`config.mk`:
```
export PLATFORM = sky130hd
export DESIGN_NAME = mii_gmii_rx_frontend
export DESIGN_NICKNAME = d
export VERILOG_FILES = /design/src/rtl/eth_rx_pkg.sv /design/src/rtl/eth_sync_ff.sv /design/src/rtl/mii_gmii_rx_frontend.sv
export SDC_FILE = /design/constraint.sdc
export NUM_CORES = 1
export LEC_CHECK = 0
export ABC_AREA = 1
export CELL_PAD_IN_SITES_DETAIL_PLACEMENT = 1
export CELL_PAD_IN_SITES_GLOBAL_PLACEMENT = 2
export CORE_ASPECT_RATIO = 2
export CORE_MARGIN = 2
export CORE_UTILIZATION = 30
export DETAILED_ROUTE_END_ITERATION = 10
export GPL_TIMING_DRIVEN = 1
export PLACE_DENSITY = 0.72
export SLEW_MARGIN = 20
export SYNTH_ARGS = -nofsm -noshare
export SYNTH_HDL_FRONTEND = slang
export SYNTH_HIERARCHICAL = 1
export SYNTH_SLANG_ARGS = --single-unit
```
`constraint.sdc`:
```
create_clock -name rx_clk_i -period 4.5 [get_ports rx_clk_i]
set_clock_uncertainty 0.1 [all_clocks]
set_input_delay 0.45 -clock rx_clk_i [delete_from_list [all_inputs] [get_ports rx_clk_i]]
set_output_delay 0.45 -clock rx_clk_i [all_outputs]
set_load 0.05 [all_outputs]
```
`src/rtl/eth_rx_pkg.sv`:
```
// Shared types and constants for the MII/GMII receive front end.
package eth_rx_pkg;

  typedef enum logic [1:0] {IDLE, PREAMBLE, DATA, DROP} rx_state_t;

  localparam logic [7:0] PREAMBLE_BYTE = 8'h55;
  localparam logic [7:0] SFD_BYTE      = 8'hD5;
  localparam logic [3:0] PREAMBLE_NIB  = 4'h5;
  localparam logic [3:0] SFD_NIB       = 4'hD;

  typedef enum logic [1:0] {UnitPre, UnitSfd, UnitBad} unit_kind_t;

  typedef struct packed {
    logic       valid;
    logic       sof;
    logic       eof;
    logic       err;
    logic [7:0] data;
  } rx_beat_t;

  // In MII mode only the low nibble carries the unit.
  function automatic unit_kind_t classify_unit(input logic gmii, input logic [7:0] value);
    unit_kind_t kind;
    if (gmii) begin
      kind = (value == SFD_BYTE) ? UnitSfd : (value == PREAMBLE_BYTE) ? UnitPre : UnitBad;
    end else begin
      kind = (value[3:0] == SFD_NIB) ? UnitSfd :
             (value[3:0] == PREAMBLE_NIB) ? UnitPre : UnitBad;
    end
    return kind;
  endfunction

endpackage

```
`src/rtl/eth_sync_ff.sv`:
```
// Plain flop-chain synchroniser with synchronous active-low reset.
module eth_sync_ff #(
  parameter int unsigned WIDTH  = 1,
  parameter int unsigned STAGES = 2
) (
  input  logic             clk_i,
  input  logic             reset_i,
  input  logic [WIDTH-1:0] d_i,
  output logic [WIDTH-1:0] q_o
);

  logic [WIDTH-1:0] sync_q [STAGES];

  always_ff @(posedge clk_i) begin
    if (!reset_i) begin
      sync_q <= '{default: '0};
    end else begin
      sync_q[0] <= d_i;
      for (int unsigned i = 1; i < STAGES; i++) begin
        sync_q[i] <= sync_q[i-1];
      end
    end
  end

  assign q_o = sync_q[STAGES-1];

endmodule

```
`src/rtl/mii_gmii_rx_frontend.sv`:
```
// MII/GMII receive front end: registers PHY pins, strips preamble/SFD, packs MII nibbles
// and emits a flagged byte stream towards the MAC RX path.
module mii_gmii_rx_frontend
  import eth_rx_pkg::*;
#(
  parameter int unsigned PIPE_STAGES  = 1,
  parameter int unsigned SYNC_STAGES  = 2,
  parameter int unsigned MAX_PREAMBLE = 15
) (
  input  logic       rx_clk_i,
  input  logic       reset_i,
  input  logic       mode_gmii_i,
  input  logic       rx_dv_i,
  input  logic [7:0] rxd_i,
  input  logic       rx_er_i,
  input  logic       col_i,
  input  logic       crs_i,
  output logic [7:0] data_o,
  output logic       data_valid_o,
  output logic       sof_o,
  output logic       eof_o,
  output logic       err_o,
  output logic       drop_o,
  output logic       col_o,
  output logic       crs_o
);

  localparam int unsigned CntW = $clog2(2 * MAX_PREAMBLE + 3);
  localparam logic [CntW-1:0] MaxPre = CntW'(MAX_PREAMBLE);

  logic            dv_q, er_q, mode_in_q;
  logic [7:0]      rxd_q;
  rx_state_t       state_q, state_d;
  logic            mode_q, mode_d;
  logic [CntW-1:0] pre_cnt_q, pre_cnt_d, pre_next;
  logic [7:0]      hold_q, hold_d;
  logic            hold_vld_q, hold_vld_d;
  logic [3:0]      low_q, low_d;
  logic            nib_odd_q, nib_odd_d;
  logic            err_acc_q, err_acc_d;
  logic            first_q, first_d;
  logic            drop_q, drop_d;
  rx_beat_t        rel_q, rel_d;
  unit_kind_t      kind;
  logic            unit_gmii, pre_over, byte_done;
  logic [7:0]      byte_val;

  // The first unit of a frame is judged with the mode captured alongside it.
  assign unit_gmii = (state_q == IDLE) ? mode_in_q : mode_q;
  assign kind      = classify_unit(unit_gmii, rxd_q);
  assign pre_next  = ((state_q == IDLE) ? '0 : pre_cnt_q) + CntW'(1);
  assign pre_over  = unit_gmii ? (pre_next > MaxPre) : ((pre_next >> 1) > MaxPre);

  always_comb begin
    state_d    = state_q;
    mode_d     = mode_q;
    pre_cnt_d  = pre_cnt_q;
    hold_d     = hold_q;
    hold_vld_d = hold_vld_q;
    low_d      = low_q;
    nib_odd_d  = nib_odd_q;
    err_acc_d  = err_acc_q;
    first_d    = first_q;
    drop_d     = 1'b0;
    rel_d      = '0;
    byte_done  = 1'b0;
    byte_val   = 8'h00;

    unique case (state_q)
      IDLE, PREAMBLE: begin
        if (state_q == IDLE) mode_d = mode_in_q;
        if (!dv_q) begin
          state_d = IDLE;
        end else if (er_q || kind == UnitBad || (kind == UnitPre && pre_over)) begin
          state_d = DROP;
          drop_d  = 1'b1;
        end else if (kind == UnitSfd) begin
          state_d    = DATA;
          hold_vld_d = 1'b0;
          nib_odd_d  = 1'b0;
          err_acc_d  = 1'b0;
          first_d    = 1'b1;
        end else begin
          state_d   = PREAMBLE;
          pre_cnt_d = pre_next;
        end
      end

      DATA: begin
        if (dv_q) begin
          err_acc_d = err_acc_q | er_q;
          if (mode_q) begin
            byte_done = 1'b1;
            byte_val  = rxd_q;
          end else if (!nib_odd_q) begin
            low_d     = rxd_q[3:0];
            nib_odd_d = 1'b1;
          end else begin
            byte_done = 1'b1;
            byte_val  = {rxd_q[3:0], low_q};
            nib_odd_d = 1'b0;
          end
          if (byte_done) begin
            if (hold_vld_q) begin
              rel_d.valid = 1'b1;
              rel_d.sof   = first_q;
              rel_d.data  = hold_q;
              first_d     = 1'b0;
            end
            hold_d     = byte_val;
            hold_vld_d = 1'b1;
          end
        end else begin
          state_d = IDLE;
          if (hold_vld_q) begin
            // A trailing odd nibble is a dribble error on the last full byte.
            rel_d.valid = 1'b1;
            rel_d.sof   = first_q;
            rel_d.eof   = 1'b1;
            rel_d.err   = err_acc_q | nib_odd_q;
            rel_d.data  = hold_q;
          end else if (nib_odd_q) begin
            drop_d = 1'b1;
          end
          hold_vld_d = 1'b0;
          nib_odd_d  = 1'b0;
        end
      end

      DROP: begin
        if (!dv_q) state_d = IDLE;
      end

      default: state_d = IDLE;
    endcase
  end

  always_ff @(posedge rx_clk_i) begin
    if (!reset_i) begin
      dv_q       <= 1'b0;
      er_q       <= 1'b0;
      rxd_q      <= 8'h00;
      mode_in_q  <= 1'b0;
      state_q    <= IDLE;
      mode_q     <= 1'b0;
      pre_cnt_q  <= '0;
      hold_q     <= 8'h00;
      hold_vld_q <= 1'b0;
      low_q      <= 4'h0;
      nib_odd_q  <= 1'b0;
      err_acc_q  <= 1'b0;
      first_q    <= 1'b0;
      drop_q     <= 1'b0;
      rel_q      <= '0;
    end else begin
      dv_q       <= rx_dv_i;
      er_q       <= rx_er_i;
      rxd_q      <= rxd_i;
      mode_in_q  <= mode_gmii_i;
      state_q    <= state_d;
      mode_q     <= mode_d;
      pre_cnt_q  <= pre_cnt_d;
      hold_q     <= hold_d;
      hold_vld_q <= hold_vld_d;
      low_q      <= low_d;
      nib_odd_q  <= nib_odd_d;
      err_acc_q  <= err_acc_d;
      first_q    <= first_d;
      drop_q     <= drop_d;
      rel_q      <= rel_d;
    end
  end

  rx_beat_t pipe_beat [PIPE_STAGES+1];
  assign pipe_beat[0] = rel_q;

  for (genvar i = 0; i < PIPE_STAGES; i++) begin : g_pipe
    rx_beat_t beat_q;
    always_ff @(posedge rx_clk_i) begin
      if (!reset_i) beat_q <= '0;
      else          beat_q <= pipe_beat[i];
    end
    assign pipe_beat[i+1] = beat_q;
  end

  assign data_o       = pipe_beat[PIPE_STAGES].data;
  assign data_valid_o = pipe_beat[PIPE_STAGES].valid;
  assign sof_o        = pipe_beat[PIPE_STAGES].sof;
  assign eof_o        = pipe_beat[PIPE_STAGES].eof;
  assign err_o        = pipe_beat[PIPE_STAGES].err;
  assign drop_o       = drop_q;

  eth_sync_ff #(.WIDTH(1), .STAGES(SYNC_STAGES)) u_col_sync (
    .clk_i   (rx_clk_i),
    .reset_i (reset_i),
    .d_i     (col_i),
    .q_o     (col_o)
  );

  eth_sync_ff #(.WIDTH(1), .STAGES(SYNC_STAGES)) u_crs_sync (
    .clk_i   (rx_clk_i),
    .reset_i (reset_i),
    .d_i     (crs_i),
    .q_o     (crs_o)
  );

endmodule

```
==> flow_summary_export.csv <==
group,metric,value,unit
detailed_routing,drc,0,
critical_path,crit_family,"simple AND/OR/NAND/NOR gates",
timing,finalSetupTns,0,ns
power,p_comb_share,5.2,%
power,irDropWorstVdd,0.000232,V
finish,stdcell_count,463,
synth,yosys-top-cells-area,"dfxtp_1 (51%), nand2_1 (9.9%), inv_1 (9.6%), nor2_1 (4.5%), a21oi_1 (3.5%)",
critical_path,path_max_fanout,9,
critical_path,worst-path-buf-inv,2,
clock_tree,cts_resized,0,
floorplanning,die-height,135,um
clock_tree,clock-sinks,65,
synth,synth_ff_type,"dfxtp_1",
outcome,status,"complete, no violations",
synth,synth.yosys.seq_area_share,50.6,%
synth,synthMuxAreaShare,0,%
clock_tree,hold_buffers,0,
timing,finalHoldViolations,0,
synth,yosys.area_share.simple,23.5,%
floorplanning,fp.dieW,69.4,um
critical_path,startpoint_type,"register",
detailed_routing,wl_per_cell,13.5,um
detailed_routing,drt-vias-per-instance,4.49,
critical_path,crit_path_cell_trace,"nor2_4, nor2_1, ha_1, inv_1, nor3_1, nand3_1, nand2_1, o21ai_2, a21boi_2, nand3_2, inv_1, nand2_1, nand2_1, nor2_1",
power,power.leakage,1.42,nW
clock_tree,cts_made_buffers,9,
synth,synth_top_area_share,50.6,%
finish,fin_util,38.5,%
synth,synth_compound_area_share,10.4,%
clock_tree,cts_tree,"done",
floorplanning,die_area,9370,sq um
detailed_routing,wirelength,6240,um
power,power_density,431,nW/um^2
synth,yosysTopAreaCell,"dfxtp_1",
hold_path,hold_path_class,"register to register",
place,dp_cells,447,
place,dp_hpwl,4640,um
synth,synthAdderAreaFrac,0.487,%
synth,synth_warnings,6,
timing,rsz0062_at_grt,"no",
synth,ys_types,33,
detailed_routing,dr.pass1.iters,4,
timing,relSlewSlack,62.5,%
synth,async_flop_share,0,%
power,p_int,1.05,mW
critical_path,crit_type,"register to register",
clock_tree,post_cts_buffers,0,
global_routing,grt_pass1_wl,10400,um
synth,syn-num-nets,351,
timing,final-setup-viol-count,0,
place,preCtsSetupSlack,1.89,ns
timing,layout_setup_ws,2.20,ns
power,p_sw_share,23.9,%
finish,area_delta_synth_final,24.2,%
critical_path,cp_data_arrival_time,2.41,ns
synth,syn_area_per_cell,7.67,sq um
clock_tree,path_clk_slew,0.06,ns
timing,period_share,51.1,%
synth,netlist_top_cells_count,"nand2_1 (68), inv_1 (66), dfxtp_1 (65), nor2_1 (31), a21oi_1 (18)",
run,drv_cap,0,
global_routing,grt_pass1_vias,2182,
critical_path,cp.required,4.61,ns
clock_tree,cts_buffer_depth,2,
clock_tree,clk_latency,0.33,ns
synth,synth_top_family_by_area,"simple AND/OR/NAND/NOR gates",
power,pwr-share-seq,43.4,%
global_routing,grt_start_max_net_pins,45,
timing,slew_viol_final,0,
synth,synth_most_common_cell,"nand2_1",
clock_tree,cts_root_buffer,"clkbuf_16",
finish,fin_area,3190,sq um
place,finalWeightedCongestion,0.742,
floorplanning,ioPinCount,30,
critical_path,crit_path_top_delay_cell,"dfxtp_1",
finish,drive_above_1_share,9.86,%
detailed_routing,drt_iter0_drc,68,
power,clkPwrFrac,51.4,%
synth,synth_edf_count,0,
floorplanning,core_area,8290,sq um
finish,nNetsFinal,376,
timing,clock.fmax,0.435,GHz
critical_path,slowest_delay,0.45,ns
global_routing,antenna_found_initial,0,
floorplanning,start_util,31.0,%
critical_path,endpoint_kind,"register",
synth,synth_xor_xnor_area_share,0.682,%
place,placed_area,2890,sq um
floorplanning,num_rows,47,
detailed_routing,ant_nets,0,
finish,n_antenna_cell,0,
global_routing,grt_util_all_layers,14.6,%
synth,netlist_area,2570,sq um
detailed_routing,vias,2078,
power,p_switching,0.328,mW
synth,ys_ff_latch,65,
timing,worstMarginPinSlew,0.562,ns
power,p_total,1.37,mW
synth,syn_inst,335,
global_routing,grt_overflow,0,
place,io_buffers,29,
finish,n_fill_cell,1014,
timing,min_period,2.30,ns
critical_path,cp_common_cell,"nand2_1",
timing,holdWs,0.315,ns
clock_tree,cts_max_level,3,
[cell type report]
| class | instances | area (sq um) | area share (%) |
|---|---|---|---|
| Clock buffer | 9 | 225 | 7.06 |
| Clock inverter | 7 | 78.8 | 2.47 |
| Sequential cell | 65 | 1300 | 40.8 |
| Multi-Input combinational cell | 183 | 900 | 28.2 |
| Inverter | 71 | 267 | 8.35 |
| Tap cell | 98 | 123 | 3.84 |
| Timing Repair Buffer | 30 | 298 | 9.33 |
[power by group through the flow]
stage / Combinational [mW] / Sequential, mW / Clock (mW)
6_report: 0.0708 / 0.597 / 0.707
5_1_grt: 0.0803 / 0.598 / 0.749
4_1_cts: 0.0727 / 0.597 / 0.725
3_5_place_dp: 0.0723 / 0.610 / 0
3_3_place_gp: 0.0713 / 0.610 / 0
2_1_floorplan: 0.0434 / 0.608 / 0
[state kept, by name, summed over array words and instances, names as in the netlist, 2 cells and up]
register	count
pipe_beat	12
data_o	8
hold_q	8
rxd_q	8
pre_cnt_q	6
low_q	4
state_q	2
[routing by layer]
metal	wire (um)	share of wire [%]	track usage, %
met1	2180	35	12.9
met2	3710	59	29.5
met3	137	2.2	2.69
met4	210	3.4	8.61
met5	0	0	0
[worst register-to-register path, stage by stage, from the launching register on]
cell      delay [ns]
dfxtp_1         0.45
nor2_4          0.12
nor2_1          0.14
ha_1            0.25
inv_1           0.06
nor3_1          0.18
nand3_1         0.12
nand2_1         0.09
o21ai_2         0.06
a21boi_2        0.20
nand3_2         0.16
inv_1           0.11
nand2_1         0.05
nand2_1         0.06
nor2_1          0.03
[layout by cell type, fill, tap and decap left out, types with 2 or more instances in the layout]
cell,count
nand2_2,3
a21oi_1,18
nand2_4,2
inv_1,66
inv_2,4
inv_6,2
a31oi_1,5
clkinv_4,3
nor3_1,7
clkbuf_16,9
nand4_1,5
nand2_1,68
clkdlybuf4s50_1,29
nor2_4,2
o21ai_0,14
nor2_2,3
nand3b_1,3
dfxtp_1,65
nand3_1,10
nor2_1,31
[logic make-up after synthesis]
kind of cell | after synthesis
xor+xnor | 2
fa+ha+maj | 1
simple gates | 135
buf+inv | 87
compound gates | 45
flops | 65
[path summary, 6_finish.rpt]
path                       from            to  slack, ns  cells after the start
setup / recovery     state_q[1]  pre_cnt_q[3]       2.20                     14
hold / removal    pipe_beat[14]     data_o[2]       0.31                      2
setup reg to reg     state_q[1]  pre_cnt_q[3]       2.20                     14
hold reg to reg   pipe_beat[14]     data_o[2]       0.31                      2
Power figures use the tool's default switching activity.
